==> src/rtl/edid_ddc_arbiter.sv <==
// Purpose : shares one 8x256 synchronous EDID RAM between two read-only DDC engines and a host
//           write port, and sequences HPD low/high around EDID rewrites.
// Latency : read grant is combinational; rd_valid/rd_data follow 2 cycles after rd_gnt.
// Backpressure: requesters hold rd_req/wr_req until granted; a host write in LOCK stalls both reads.
// Ports:
//   clk, rst_n                      clock, async active-low reset
//   rd_req/rd_addr/rd_gnt (0/1)     DDC read request, word offset, combinational grant
//   rd_valid/rd_data (0/1)          registered read return, data held until next valid
//   pwr5v (0/1) in, hpd (0/1) out   +5V detect (async), registered hot-plug detect
//   upd_start/upd_end/upd_busy      host update sequencing
//   wr_req/wr_addr/wr_data/wr_ack   host write port (honoured only while locked)
//   mem_en/mem_we/mem_addr/mem_wdata/mem_rdata   synchronous RAM port
module edid_ddc_arbiter #(
    parameter int HPD_LOW_CYCLES = 10_000_000,
    parameter int CNT_W          = 24
) (
    input  logic             clk,
    input  logic             rst_n,
    input  logic             rd_req0,
    input  logic [7:0]       rd_addr0,
    output logic             rd_gnt0,
    output logic             rd_valid0,
    output logic [7:0]       rd_data0,
    input  logic             rd_req1,
    input  logic [7:0]       rd_addr1,
    output logic             rd_gnt1,
    output logic             rd_valid1,
    output logic [7:0]       rd_data1,
    input  logic             pwr5v0,
    input  logic             pwr5v1,
    output logic             hpd0,
    output logic             hpd1,
    input  logic             upd_start,
    input  logic             upd_end,
    output logic             upd_busy,
    input  logic             wr_req,
    input  logic [7:0]       wr_addr,
    input  logic [7:0]       wr_data,
    output logic             wr_ack,
    output logic             mem_en,
    output logic             mem_we,
    output logic [7:0]       mem_addr,
    output logic [7:0]       mem_wdata,
    input  logic [7:0]       mem_rdata
);

    typedef enum logic [1:0] {
        S_INIT = 2'd0,
        S_IDLE = 2'd1,
        S_LOCK = 2'd2,
        S_WAIT = 2'd3
    } state_t;

    localparam logic [CNT_W-1:0] LOW_LAST = CNT_W'(HPD_LOW_CYCLES - 1);
    localparam logic [CNT_W-1:0] CNT_MAX  = '1;

    state_t           state, state_nxt;
    logic [CNT_W-1:0] cnt, cnt_nxt, cnt_inc;
    logic             last_gnt;
    logic             rd_pend0, rd_pend1;
    logic [1:0]       pwr_s1, pwr_s2;
    logic             wr_sel, pick1;

    // ------------------------------------------------------------------
    // Update sequencer. cnt measures HPD-low time from reset or LOCK
    // entry; it is deliberately not cleared on LOCK->WAIT.
    // ------------------------------------------------------------------
    always_ff @(posedge clk or negedge rst_n) begin
        if (!rst_n) begin
            state <= S_INIT;
            cnt   <= '0;
        end else begin
            state <= state_nxt;
            cnt   <= cnt_nxt;
        end
    end

    always_comb begin
        state_nxt = state;
        cnt_nxt   = cnt;
        cnt_inc   = (cnt == CNT_MAX) ? cnt : cnt + 1'b1;
        case (state)
            S_INIT: begin
                cnt_nxt = cnt_inc;
                if (cnt == LOW_LAST) state_nxt = S_IDLE;
            end
            S_IDLE: begin
                // upd_end in the same cycle as upd_start is dropped
                if (upd_start) begin
                    state_nxt = S_LOCK;
                    cnt_nxt   = '0;
                end
            end
            S_LOCK: begin
                cnt_nxt = cnt_inc;
                if (upd_end) state_nxt = S_WAIT;
            end
            S_WAIT: begin
                cnt_nxt = cnt_inc;
                if (cnt >= LOW_LAST) state_nxt = S_IDLE;
            end
            default: state_nxt = S_INIT;
        endcase
    end

    assign upd_busy = rst_n && (state != S_IDLE);

    // ------------------------------------------------------------------
    // Memory port arbitration: host write (locked only) beats reads;
    // contending reads go to the port not granted last.
    // ------------------------------------------------------------------
    assign wr_sel = rst_n && (state == S_LOCK) && wr_req;
    assign pick1  = rd_req1 && (!rd_req0 || !last_gnt);

    assign wr_ack    = wr_sel;
    assign rd_gnt1   = rst_n && !wr_sel && pick1;
    assign rd_gnt0   = rst_n && !wr_sel && rd_req0 && !pick1;
    assign mem_en    = wr_sel || rd_gnt0 || rd_gnt1;
    assign mem_we    = wr_sel;
    assign mem_addr  = wr_sel  ? wr_addr  :
                       rd_gnt1 ? rd_addr1 :
                       rd_gnt0 ? rd_addr0 : 8'h00;
    assign mem_wdata = wr_sel ? wr_data : 8'h00;

    // Read return: RAM answers the cycle after the grant; capture at the
    // end of that cycle so rd_valid shows two cycles after rd_gnt.
    always_ff @(posedge clk or negedge rst_n) begin
        if (!rst_n) begin
            last_gnt  <= 1'b1;
            rd_pend0  <= 1'b0;
            rd_pend1  <= 1'b0;
            rd_valid0 <= 1'b0;
            rd_valid1 <= 1'b0;
            rd_data0  <= 8'h00;
            rd_data1  <= 8'h00;
        end else begin
            if (rd_gnt0 || rd_gnt1) last_gnt <= rd_gnt1;
            rd_pend0  <= rd_gnt0;
            rd_pend1  <= rd_gnt1;
            rd_valid0 <= rd_pend0;
            rd_valid1 <= rd_pend1;
            if (rd_pend0) rd_data0 <= mem_rdata;
            if (rd_pend1) rd_data1 <= mem_rdata;
        end
    end

    // ------------------------------------------------------------------
    // HPD: +5V detect through a 2-flop synchronizer, gated by IDLE.
    // ------------------------------------------------------------------
    always_ff @(posedge clk or negedge rst_n) begin
        if (!rst_n) begin
            pwr_s1 <= 2'b00;
            pwr_s2 <= 2'b00;
            hpd0   <= 1'b0;
            hpd1   <= 1'b0;
        end else begin
            pwr_s1 <= {pwr5v1, pwr5v0};
            pwr_s2 <= pwr_s1;
            hpd0   <= (state == S_IDLE) && pwr_s2[0];
            hpd1   <= (state == S_IDLE) && pwr_s2[1];
        end
    end

endmodule

==> config.mk <==
export PLATFORM = sky130hd
export DESIGN_NAME = edid_ddc_arbiter
export DESIGN_NICKNAME = d
export VERILOG_FILES = /design/src/rtl/edid_ddc_arbiter.sv
export SDC_FILE = /design/constraint.sdc
export NUM_CORES = 1
export LEC_CHECK = 0
export BUFFER_PORTS_ARGS = -buffer_cell sky130_fd_sc_hd__buf_2
export CAP_MARGIN = 10
export CORE_MARGIN = 4
export CORE_UTILIZATION = 35
export CTS_CLUSTER_DIAMETER = 80
export DETAILED_ROUTE_END_ITERATION = 7
export PLACE_DENSITY = 0.66
export SYNTH_ARGS = -nofsm -noshare
export SYNTH_HDL_FRONTEND = slang
export SYNTH_SLANG_ARGS = --single-unit
==> constraint.sdc <==
create_clock -name clk -period 3.55 [get_ports clk]
set_input_delay 0.71 -clock clk [delete_from_list [all_inputs] [get_ports clk]]
set_output_delay 0.71 -clock clk [all_outputs]
set_load 0.02 [all_outputs]
Word level (Yosys, flattened, before mapping)
Cells that the tools add are included.
Word-level totals
  output and inout port bits: 42
  flip-flop bits (word level): 53
  logic and storage cells: 60
  input bits: 49
Operators by class
  reductions and logical operators: 22
  magnitude comparators: 1
  muxes and demuxes: 12
  $add $sub $neg: 1
  equality and inequality tests: 11
Operators with widths (count)
  $eq A24 B24 Y1 const B: 2
  $mux W24: 2
  $pmux W24 S2: 1
  $mux W8: 4
  $add A24 B1 Y24 const B: 1
  $ge A24 B24 Y1 const B: 1
  $logic_and A1 B1 Y1: 10
  $ne A2 B2 Y1 const B: 5
  $mux W2: 4
  $pmux W2 S4: 1
  $eq A2 B2 Y1 const B: 2
  $logic_not A1 Y1: 4
  $logic_or A1 B1 Y1: 4
  $reduce_and A4 Y1: 1
  $reduce_or A3 Y1: 1
  $eq A2 B1 Y1 const B: 1
  $logic_not A2 Y1: 1
  $ne A2 B1 Y1 const B: 1
  $reduce_and A2 Y1: 1

Depth between registers and ports, before layout
Gate-level depths: netlist (run 1).
  depth after elaboration: 10
  mapped depth: 9
  gate-level depth less buffers: 7

Worst setup path before layout (run 1)
OpenSTA, ideal clock, no wires.
  kind: input port to output port
  start point: in wr_req
  end point: out mem_addr[0]
  arrival time: 2.274 ns
  stages on the path: 6
  buffers on the path: 1
  required time: 2.840 ns
  slack: 0.566 ns
  path through: and3_1 -> clkbuf_1 -> nor2b_1 -> nand2_1 -> a21oi_1 -> a21o_1
Between the ends
  elaborated cells between the ends (all ways): 9
  classes of those cells: 3 x mux; 6 x reduce/logical
RTL lines
  start: declaration: line 36  | input logic wr_req,
  $logic_and A1 B1 Y1: line 112  | assign wr_sel = rst_n && (state == S_LOCK) && wr_req;
  $logic_not A1 Y1: line 116  | assign rd_gnt1 = rst_n && !wr_sel && pick1;
  $logic_and A1 B1 Y1 (2 in a row): line 116
  via rd_gnt1: line 26  | output logic rd_gnt1,
  $mux W8: line 121  | rd_gnt1 ? rd_addr1 :
  $mux W8: line 120  | assign mem_addr = wr_sel ? wr_addr :
  end: declaration: line 42  | output logic [7:0] mem_addr,
The timed path passes the listed nets, and every way through them passes these cells.

Worst setup path in the final report (run 1)
  start point: reg state[0]
  end point: out mem_addr[5]
Between the ends
  longest elaborated chain between the ends: 10
  elaborated cells between the ends (all ways): 11
  classes of those cells: 1 x eq/ne; 3 x mux; 7 x reduce/logical
Ends and longest elaborated chain
  start: declaration: line 57  | state_t state, state_nxt;
  start signal: assignment: line 73  | state <= state_nxt;
  $eq A2 B2 Y1 *: line 112
  $logic_and A1 B1 Y1 * (2 in a row): line 112
  $logic_not A1 Y1: line 116, 117
  $logic_and A1 B1 Y1: line 116, 117
  $logic_and A1 B1 Y1 (2 in a row): line 117  | assign rd_gnt0 = rst_n && !wr_sel && rd_req0 && !pick1;
  $mux W8: line 122  | rd_gnt0 ? rd_addr0 : 8'h00;
  $mux W8: line 121
  $mux W8 *: line 120
Every way passes the cells marked *; elsewhere a longest branch is shown, timed or not.

==> run summary, run 1 <==
Yosys mapped a number of flops with a built-in enable equal to 0. The per-instance average area after synthesis was 10.2 µm²; the cell area after synthesis was 2830 µm². For the total routing resource utilization after global routing, the log shows 0.151. The post-synthesis cell type with the largest combined area was dfrtp_1. The die covers 9580 µm².

The worst setup slack after layout is 0.529 ns. Type of the setup path with the least slack: flip-flop to primary output. The final layout contains routed wiring with a total length of 7030 µm. The first global-routing pass estimated 12100 µm of wire. For the count of fill cells added during filler insertion, the log shows 765. The tools report the number of unique standard cell types used by synthesis as 51. After clock tree synthesis, the flow added hold-fix buffers numbering 0. At the pin with the least slew margin, the transition time is 0.750 ns. For the normalized max-slew margin, the log shows 0.495. For this run, design rule violations remaining after detail routing come to 0.

Count of final max-slew check failures: 0. The post-route clock period utilization came out at 0.851. Derived from the worst setup path, the maximum achievable clock frequency is 331 MHz.

In this run the worst path has a maximum fanout of 10. The tools report the number of nets in the finished design as 419. The area fraction of the dominant cell type after synthesis came out at 0.460.

The total area inside the core boundary comes to 7810 µm². The flip-flop and latch count after synthesis works out to 53. Endpoint class of the critical path: a primary output. The endpoint arrival time on the critical path is 2.31 ns, and the worst setup slack before clock tree synthesis is 0.689 ns.

The tools report the launching element type of the critical path as a flip-flop. TritonCTS built the clock tree. Once detailed placement completed, the half-perimeter wirelength came to 5280 µm. The average detailed-routed wire length per instance is 15.0 µm, and the clock latency on the worst-skew pair is 0.32 ns.

After technology mapping, the gate count stands at 277. The fraction of final layout cells sized beyond drive strength 1 is 0.356. The run gives 0.470 as the sequential-to-total area share from yosys stat.

The layer carrying the most global-route usage was met2. The logs give 0.0133 ns for the final worst clock skew and 467 for the filler-free cell count of the finished design. The routed layout has 2469 vias.

The count of nets left with antenna violations once routing finished came out at 0. The design draws 0.00203 W. The setup TNS is 0 ns, and the peak ir drop on the vdd network is 297 µV. The global routing usage on met2 came out at 0.234. The run finished with clean final reports. The area growth from synthesis to layout is 22.9%.

In the routed layout, each cell is associated on average with a via count of 5.29. The via count of the first global-routing pass was 2486; the number of post-CTS setup repair buffers was 0. For the met3 routing resource usage after global routing, the log shows 0.0279. The count of clock tree sinks was 53. After clock tree synthesis, the clock-pin slew on the worst setup and hold paths is 0.10 ns. Summed over all layers, the global routing overflow is 0. Routability-driven placement finished with a final weighted congestion of 0.854. For this run, the detailed router's first-pass iteration total came to 4. Counting I/O delays and the setup requirement, the final critical path takes 3.02 ns.

After the first detailed-routing iteration, the DRC count stood at 156. The logs give 5 for the number of buffers inserted during clock tree synthesis and 2.84 ns for the required arrival time at the worst endpoint. For the number of hold violations in the final report, the log shows 0. The clock tree root driver cell was clkbuf_8. The number of cell rows was 32; the number of gates resized after CTS was 0. Yosys attributes the largest share of cell area to dfrtp_1 46%, mux2_2 6.8%, nand2_1 3.2%. The analysis attributes to cell leakage a power of 1.67 nW. The tools report the antenna cell count as 0.

Maximum number of pins on one net before global-route repair: 49. In this run the critical register-to-register path is launched from state[1]$_DFFE_PN0P_. The logs give 0 for the synthesis warning total and 0 for the initial antenna violation count. The tool flagged a number of max-cap violations equal to 0. Setup repair after global routing left no endpoint under its margin. The most critical setup path has its startpoint at state[0]$_DFFE_PN0P_. Buffers placed on the I/O ports in this run total 90. 91 I/O pins were placed. Counting tap cells, the placed design contains a total of 459 instances. The share of async-settable or async-resettable flops after synthesis came out at 1.00.

For this run, the leading register cell type out of synthesis is dfrtp_1. The overall die height was 97.9 µm; the maximum count of clock buffers along a single path was 2. Kind of path behind the tightest hold check: input port to asynchronous set/reset pin. The depth of the CTS H-tree was 2.

For the synthesized netlist net count, the log shows 332. Setup violations remaining at the end of the flow were counted as 0. The initial cell density of the core was 0.362. Dividing total power by cell area gives a power density of 585 nW/µm². The met1 capacity usage during global routing came out at 0.213. The post-layout utilization of the core is 0.445, and the die width is 97.9 µm.
critical path, cell delays in order, from the launching register on:
cell and delay [ns]:
dfrtp_1 0.42, inv_1 0.10, ha_1 0.21, and3_1 0.19, nor2b_1 0.23, and3_1 0.41, a22o_1 0.19, a21o_1 0.09
buf_2 0.16
power by group:
group	switching [W]	internal, W
clock network	0.000215	0.000143
logic	0.000459	0.000331
registers	0.000137	0.000746
total	0.000811	0.00122
cell usage in the layout, fill, tap and decap left out, types with 3 or more instances in the layout:
cell,netlist,routed
ha_1,6,6
mux2_2,17,17
a21oi_1,12,12
and4_1,4,4
clkbuf_8,0,5
a31oi_1,10,10
buf_2,1,90
nand2_1,24,24
o22ai_1,3,3
inv_1,6,6
nor2_1,9,9
nand3_1,9,9
a41oi_1,5,5
nand4_1,5,5
a22o_1,9,9
and3_1,5,5
o21ai_0,13,13
buf_4,1,5
dfrtp_1,52,52
nor3_1,6,6
and2_1,12,12
o22a_1,3,3
nor4_1,3,3
o31ai_1,3,3
a21o_1,10,10
nand2b_1,4,4
cell families (layout without fill, tap and decap cells):
family / Yosys count / in the layout / synth area share
AOI/OAI and AO/OA: 81 / 81 / 0.203
xor gates and xnor gates: 4 / 4 / 0.0124
adders and majority gates: 6 / 6 / 0.0266
buffers and inverters: 21 / 109 / 0.0297
DFF: 53 / 53 / 0.470
muxes: 19 / 19 / 0.0748
and+or+nand+nor: 93 / 93 / 0.184
registers in the layout, summed over array words and instances (netlist names):
signal     count
hpd1           1
rd_valid0      1
rd_pend1       1
rd_data1       8
rd_pend0       1
pwr_s1         2
last_gnt       1
hpd0           1
rd_valid1      1
pwr_s2         2
cnt           24
state          2
rd_data0       8
path summary, 6_finish.rpt:
path | endpoint | slack [ns] | cells past startpoint
min reg2reg | pwr_s2[1]$_DFF_PN0_ | 0.36 | 0
max in group asynchronous | rd_valid0$_DFF_PN0_ | 2.49 | 2
max | mem_addr[5] | 0.53 | 8
max reg2reg | cnt[7]$_DFFE_PN0P_ | 1.11 | 7
min | pwr_s1[0]$_DFF_PN0_ | 0.23 | 1
min in group clk | pwr_s2[1]$_DFF_PN0_ | 0.36 | 0
per-stage QoR:
stage | cell area [µm²] | hold slack (ns)
3_3_place_gp | 3380 | 0.338
3_5_place_dp | 3380 | 0.336
2_1_floorplan | 2830 | 0.331
4_1_cts | 3470 | 0.221
5_1_grt | 3470 | 0.222
6_report | 3470 | 0.226
cells in the mapped netlist, types with 2 or more instances:
| cell type | instances |
|---|---|
| dfrtp_1 | 52 |
| nand2_1 | 24 |
| mux2_2 | 17 |
| o21ai_0 | 13 |
| a21oi_1 | 12 |
| and2_1 | 12 |
| clkbuf_1 | 12 |
| a21o_1 | 10 |
| a31oi_1 | 10 |
| a22o_1 | 9 |
| nand3_1 | 9 |
| nor2_1 | 9 |
| ha_1 | 6 |
| inv_1 | 6 |
| nor3_1 | 6 |
| a41oi_1 | 5 |
| and3_1 | 5 |
| nand4_1 | 5 |
| and4_1 | 4 |
| nand2b_1 | 4 |
| nor4_1 | 3 |
| o22a_1 | 3 |
| o22ai_1 | 3 |
| o31ai_1 | 3 |
| a2111oi_2 | 2 |
| and4_2 | 2 |
| mux2i_1 | 2 |
| nor2b_1 | 2 |
| o211ai_1 | 2 |
| o311ai_0 | 2 |
| xnor2_1 | 2 |
| xor2_1 | 2 |
cell type report:
cell class              count  area, µm²  area share
clock inverters             3       25.0     0.00720
repair buffers             95        488       0.140
inverters                   6       22.5     0.00648
well taps                 102        128      0.0367
flip-flops and latches     53       1330       0.382
clock buffers               5       68.8      0.0198
multi-input cells         203       1420       0.407
per-layer routing:
layer | wire [µm] | vias up
li1 | - | 1212
met1 | 3300 | 1176
met2 | 3280 | 73
met3 | 341 | 8
met4 | 100 | 0
met5 | 0 | -
(Power assumes the default switching activity.)
==> inputs of run 2 (changes only) <==
- RECOVER_POWER: unset -> 25
==> run 2 against run 1 <==
  * Worst hold slack improved by 0.089 ns
  * Clock-buffer cell count unchanged
  * Critical path depth stayed put
  * Cell count unchanged
  * Global-route usage stayed put
  * Setup slack barely moved
  * Combinational power about the same
  * Power barely moved
  * Register-to-register slack about the same
  * Clock power barely moved
  * Highest routed layer unchanged
==> run summary, run 2 (same netlist as run 1, synthesis figures left out) <==
The overall die height works out to 97.9 µm (unchanged). The met3 routing resource usage after global routing was 0.0279 (unchanged); the biggest fanout along the worst timing path was 10 (unchanged). The number of nets in the finished design came out at 419 (unchanged). Count of maximum capacitance violations: 0 (unchanged). The met1 capacity usage during global routing came out at 0.213 (unchanged).

Leaving out fill and tap cells, the most frequent cells in the layout are 89 x buf_2, 52 x dfrtp_1, 24 x nand2_1, 17 x mux2_2, 13 x o21ai_0. Among the stages of the critical path, the cell type that occurs most often is and3_1. For the post-detailed-placement half-perimeter wirelength, the log shows 5280 µm (unchanged).

The DRC violation count after routing is 0 (unchanged), and the area growth from synthesis to final layout is 22.9% (about the same). The logs give 0 ns (unchanged) for the setup TNS and 0 (unchanged) for the number of hold buffers added after CTS. For the worst setup slack before clock tree synthesis, the log shows 0.689 ns (unchanged). The minimum hold slack came out at 0.315 ns (+0.0888 ns). The total of endpoints with negative setup slack in the final report is 0 (unchanged), and the average detailed-routed wire length per instance is 15.0 µm (unchanged). The number of iterations in the first detailed-routing pass is 4 (unchanged).

In the final layout, the registers with the most flip-flops are cnt x24, rd_data0 x8, rd_data1 x8. In this run the critical register-to-register path is captured at cnt[7]$_DFFE_PN0P_. The sum of routed wire length over all layers is 7030 µm (unchanged), and the weighted congestion at the end of routability-driven global placement is 0.854 (unchanged).

The maximum number of pins on one net before global-route repair came out at 49 (unchanged). The post-route clock period utilization was 0.851 (about the same). Following the worst setup path forward leads to its endpoint at mem_addr[5]. The register-to-register path setup slack was 1.11 ns (about the same); the normalized max-slew margin was 0.495 (unchanged). The flip-flop count of the largest register, all copies and words added is 24 (unchanged), and the die width is 97.9 µm (unchanged). The count of antenna-violating nets left after detailed routing is 0 (unchanged), and the count of final max-slew check failures is 0 (unchanged).

The run gives 1.66 nW (-0.16%) as the static leakage. The logs give 0 (unchanged) for the number of post-CTS setup repair buffers and 2486 (unchanged) for the via count of the first global-routing pass. The flow ran to the end, and the final reports show no timing, DRC or antenna violations.

The count of fill cells added during filler insertion was 766 (+0.13%); the depth of the CTS H-tree was 2 (unchanged). The fraction of final layout cells sized beyond drive strength 1 works out to 0.353 (-0.00274). The launching element type of the critical path is a flip-flop.

The run gives 32 (unchanged) as the number of cell rows. The count of vias placed by the detailed router was 2469 (unchanged). The tools report the peak ir drop on the vdd network as 297 µV (about the same).

In this run the worst setup path begins at state[0]$_DFFE_PN0P_. Total routing resource utilization after global routing: 0.151 (unchanged). The clock tree root driver cell is clkbuf_8. The placeable core area came out at 7810 µm² (unchanged).

The worst setup path is captured at a primary output. The run gives 53 (unchanged) as the count of clock tree sinks. The logs give 2.31 ns (about the same) for the endpoint arrival time on the critical path and 2.84 ns (about the same) for the required arrival time at the worst endpoint. Worst flop-to-flop path startpoint: state[1]$_DFFE_PN0P_.

The highest attainable clock frequency is 331 MHz (about the same), and the final worst clock skew is 0.0133 ns (+0.000000100 ns). Number of violations reported at the end of detailed-routing iteration 0: 156 (unchanged). The run gives 0 (unchanged) as the number of gates resized after CTS. The signal on the critical path passes through inv_1 > ha_1 > and3_1 > nor2b_1 > and3_1 > a22o_1 > a21o_1 > buf_2. The initial antenna violation count was 0 (unchanged).

The register bank with the most flops was cnt. The largest delay contributor family on the critical path is simple AND/OR/NAND/NOR gates. The maximum count of clock buffers along a single path was 2 (unchanged); the antenna cell count was 0 (unchanged). For the initial cell density of the core, the log shows 0.362 (unchanged). The critical path's largest stage delay is 0.42 ns (about the same), and the number of cells in the design after placement is 459 (unchanged).

The layer carrying the most global-route usage is met2. The run gives 0 (unchanged) as the number of hold violations in the final report. The tools report the number of buffers inserted during clock tree synthesis as 5 (unchanged). The largest individual stage delay along the critical path comes from the cell dfrtp_1. The clock latency on the worst-skew pair was 0.32 ns (about the same). The number of buffer and inverter stages on the critical path is 2 (unchanged), and the filler-free cell count of the finished design is 467 (unchanged).

The die area is 9580 µm² (unchanged), and the total overflow reported by the global router is 0 (unchanged). The worst reg-to-reg path cell count was 7 (unchanged); the path length in cells of the critical path was 8 (unchanged). The minimum clock period was 3.02 ns (-0.000125 ns). The library cell used most frequently in the layout, excluding fill and tap cells, is buf_2. The mean number of vias per cell is 5.29 (unchanged), and the global routing usage on met2 is 0.234 (unchanged). The slew of the pin with the lowest slew margin came out at 0.750 ns (unchanged). The clock transition at the registers of the reported paths is 0.10 ns (about the same).

Setup repair after global routing left no endpoint under its margin. Total power density per cell area: 585 nW/µm² (about the same). The wire length of the first global-routing pass is 12100 µm (unchanged). The count of input and output buffers was 90 (unchanged); the overall power consumption was 0.00203 W (about the same). The I/O pin count came out at 91 (unchanged). TritonCTS built the clock tree.

For the worst setup slack after layout, the log shows 0.529 ns (+0.000125 ns). Type of the setup path with the least slack: flip-flop to primary output. The kind of path behind the tightest hold check is input port to asynchronous set/reset pin.
-- run 2: worst min path at each step --
stage / end / slack [ns] / cells past startpoint / startpoint
after floorplan: pwr_s2[0]$_DFF_PN0_ / 0.33 / 0 / pwr_s1[0]$_DFF_PN0_
after global placement: pwr_s2[0]$_DFF_PN0_ / 0.34 / 0 / pwr_s1[0]$_DFF_PN0_
after detailed placement: pwr_s2[1]$_DFF_PN0_ / 0.34 / 0 / pwr_s1[1]$_DFF_PN0_
after CTS: pwr_s1[0]$_DFF_PN0_ / 0.22 / 1 / rst_n
after global routing: pwr_s1[0]$_DFF_PN0_ / 0.34 / 1 / rst_n
final: pwr_s1[0]$_DFF_PN0_ / 0.31 / 1 / rst_n
-- run 2: routing by layer --
layer | vias up | share of wire | wire length (µm)
met3 | 8 | 0.049 | 341
met1 | 1176 | 0.47 | 3300
li1 | 1212 | - | -
met5 | - | 0 | 0
met2 | 73 | 0.47 | 3280
met4 | 0 | 0.014 | 100
-- run 2: power breakdown --
| group | total, W | internal [W] | switching, W |
|---|---|---|---|
| sequential | 0.000883 | 0.000746 | 0.000137 |
| combinational | 0.000790 | 0.000331 | 0.000459 |
| clock | 0.000358 | 0.000143 | 0.000215 |
| total | 0.00203 | 0.00122 | 0.000811 |
-- run 2: metrics by stage --
step | instance area (µm²) | utilization
2_1_floorplan | 2830 | -
3_3_place_gp | 3380 | 0.433
3_5_place_dp | 3380 | 0.433
4_1_cts | 3470 | 0.445
5_1_grt | 3470 | 0.445
6_report | 3470 | 0.445
-- run 2: final cells by class --
cell class	instances	area [µm²]	share of cell area
Clock buffer	5	68.8	0.0198
Tap cell	102	128	0.0367
Inverter	6	22.5	0.00648
Sequential cell	53	1330	0.382
Multi-Input combinational cell	203	1420	0.407
Clock inverter	3	25.0	0.00720
Timing Repair Buffer	95	487	0.140
==> inputs of run 3 (changes only) <==
- clock period: 3.55 -> 2.8 ns (I/O delays scaled with it)
==> run 3 against run 2 <==
  * Flip-flop and latch count unchanged
  * Sequential power grew 27%
  * Highest routed layer unchanged
  * Critical path depth rose by 1
  * Register-to-register slack worse by 0.52 ns
  * Critical path type unchanged
  * Clock power increased by 23%
  * Wire length is 0.47% lower
  * Core utilization increased by 0.63 points
==> run summary, run 3 (same netlist as run 1, synthesis figures left out) <==
The maximum count of clock buffers along a single path is 2 (unchanged). The count of antenna-violating nets left after detailed routing was 0 (unchanged); the total overflow reported by the global router was 0 (unchanged). The flow ran to the end, and the final reports show no timing, DRC or antenna violations. The setup path with the least slack is of type flip-flop to primary output.

The total routing resource utilization after global routing was 0.141 (-0.0104). In the layout the commonest cells are 89 x buf_2, 52 x dfrtp_1, 24 x nand2_1, 17 x mux2_2, 13 x o21ai_0. The tools report the number of violations reported at the end of detailed-routing iteration 0 as 206 (+32%). The tools report the number of hold violations in the final report as 0 (unchanged). The run gives 0 (unchanged) as the antenna cell count. The overall die height was 97.9 µm (unchanged); the total of endpoints with negative setup slack in the final report was 0 (unchanged). Maximum number of pins on one net before global-route repair: 50 (+2.0%). Register bank with the most flops: cnt. The endpoint class of the critical path was a primary output. The flip-flop count of the largest register, all copies and words added came out at 24 (unchanged). The signal on the critical path passes through inv_1 > ha_1 > and3_1 > nor2b_2 > nand2_1 > a21oi_2 > buf_4 > a21o_1 > buf_2. The wire length of the first global-routing pass was 11200 µm (-7.5%); the sum of routed wire length over all layers was 6990 µm (-0.47%). The met3 routing resource usage after global routing was 0.0293 (+0.00143). For this design, the slowest cell found on the critical path is dfrtp_1. The run gives 0.0104 ns (-0.00296 ns) as the final worst clock skew. The count of clock tree sinks was 53 (unchanged). The die area was 9580 µm² (unchanged).

The endpoint arrival time on the critical path was 2.08 ns (-0.23 ns). The total power density per cell area was 733 nW/µm² (+25%); the met1 capacity usage during global routing was 0.192 (-0.0218). The kind of path behind the tightest hold check was input port to asynchronous set/reset pin.

The fraction of final layout cells sized beyond drive strength 1 was 0.370 (+0.0168). The weighted congestion at the end of routability-driven global placement came out at 0.850 (-0.41%). The area growth from synthesis to final layout is 24.6%, and the initial antenna violation count is 0 (unchanged). The overall power consumption is 0.00258 W (+27%), and the average detailed-routed wire length per instance is 14.8 µm (-1.5%). The number of nets in the finished design was 424 (+1.2%).

Setup repair after global routing left no endpoint under its margin. The global routing usage on met2 was 0.223 (-0.0110); the die width was 97.9 µm (unchanged). The placeable core area is 7810 µm² (unchanged), and the post-detailed-placement half-perimeter wirelength is 5230 µm (-0.95%). The leading cell type in the layout, fill and taps excluded is buf_2.

The tools report the number of cells in the design after placement as 461 (+0.44%). The number of hold buffers added after CTS came out at 0 (unchanged). The clock tree root driver cell was clkbuf_8. The tools report the setup TNS as 0 ns (unchanged). The depth of the CTS H-tree is 2 (unchanged), and the number of buffers inserted during clock tree synthesis is 5 (unchanged). The highest attainable clock frequency came out at 379 MHz. The biggest fanout along the worst timing path was 5 (-5); the post-route clock period utilization was 0.942.

The I/O pin count came out at 91 (unchanged). The number of iterations in the first detailed-routing pass is 5 (+1). The slew of the pin with the lowest slew margin was 0.761 ns (+0.0108 ns).

The clock transition at the registers of the reported paths works out to 0.10 ns (about the same). The count of input and output buffers works out to 90 (unchanged). The peak ir drop on the vdd network is 460 µV (+55%), and the critical path's largest stage delay is 0.41 ns (about the same). In the final layout, the registers with the most flip-flops are cnt x24, rd_data0 x8, rd_data1 x8. The static leakage is 1.69 nW (+1.4%), and the required arrival time at the worst endpoint is 2.24 ns (-0.60 ns). The minimum clock period works out to 2.64 ns. Number of cell rows: 32 (unchanged). The count of maximum capacitance violations is 0 (unchanged), and the initial cell density of the core is 0.362 (unchanged). TritonCTS built the clock tree. The clock latency on the worst-skew pair came out at 0.31 ns (about the same).

The filler-free cell count of the finished design came out at 472 (+1.1%). The worst setup path is launched from a flip-flop. The tools report the via count of the first global-routing pass as 2387 (-4.0%). The run gives 2566 (+3.9%) as the count of vias placed by the detailed router. The global routing stage identified its most utilized layer as met2. The normalized max-slew margin is 0.488 (-0.00726). The mean number of vias per cell works out to 5.44 (+2.8%).

The DRC violation count after routing was 0 (unchanged). The tools report the count of final max-slew check failures as 0 (unchanged).
## run 3: cell count changes in the layout (fill, tap and decap cells not counted), sizes merged
cell | before | now
buf | 94 | 99
## run 3: final cells by class
class	count	area, µm²
fill	761	4290
tap	102	128
sequential	53	1330
inverter	6	22.5
clock buffer	5	68.8
clock inverter	3	25.0
multi-input combinational	203	1430
timing repair buffer	100	524
## run 3: worst paths after layout
check | endpoint | start | cells past startpoint | slack, ns
worst max-delay path | mem_addr[0] | state[0]$_DFFE_PN0P_ | 9 | 0.16
worst min-delay path | pwr_s1[1]$_DFF_PN0_ | rst_n | 1 | 0.16
worst max register to register | cnt[2]$_DFFE_PN0P_ | state[1]$_DFFE_PN0P_ | 7 | 0.59
worst min register to register | pwr_s2[0]$_DFF_PN0_ | pwr_s1[0]$_DFF_PN0_ | 0 | 0.36
max in group asynchronous | cnt[19]$_DFFE_PN0P_ | rst_n | 2 | 1.68
min in group clk | pwr_s2[0]$_DFF_PN0_ | pwr_s1[0]$_DFF_PN0_ | 0 | 0.36
## run 3: where the power goes
group	internal, W	total (W)	switching [W]
clock	0.000181	0.000442	0.000261
sequential	0.000946	0.00112	0.000171
combinational	0.000437	0.00102	0.000584
total	0.00156	0.00258	0.00102
## run 3: through the flow
step	cell area, µm²	utilization	setup WS, ns	hold slack, ns
after detailed placement	3400	0.435	0.279	0.336
after CTS	3490	0.447	0.0603	0.0875
after global routing	3520	0.451	0.00587	0.181
after floorplan	2830	-	0.00679	0.264
final	3520	0.451	0.164	0.156
after global placement	3400	0.435	0.309	0.337
## run 3: routing by layer
| metal | part of all wire | up-vias |
|---|---|---|
| li1 | - | 1224 |
| met1 | 0.45 | 1240 |
| met2 | 0.48 | 94 |
| met3 | 0.066 | 8 |
| met4 | 0.011 | 0 |
| met5 | 0 | - |
## run 3: timing repair
action	in CTS	in global routing
pin swaps	0	0
endpoints found under the setup margin	8	8
gates resized for setup	1	5
setup buffers	0	2
gates cloned	0	1
## run 3: critical path, delay by kind of cell, from the launching register on
| family | cells | cell delay (ns) |
|---|---|---|
| compound gates | 2 | 0.26 |
| fa+ha+maj | 1 | 0.21 |
| buf+inv | 3 | 0.42 |
| flops | 1 | 0.41 |
| simple gates | 3 | 0.47 |
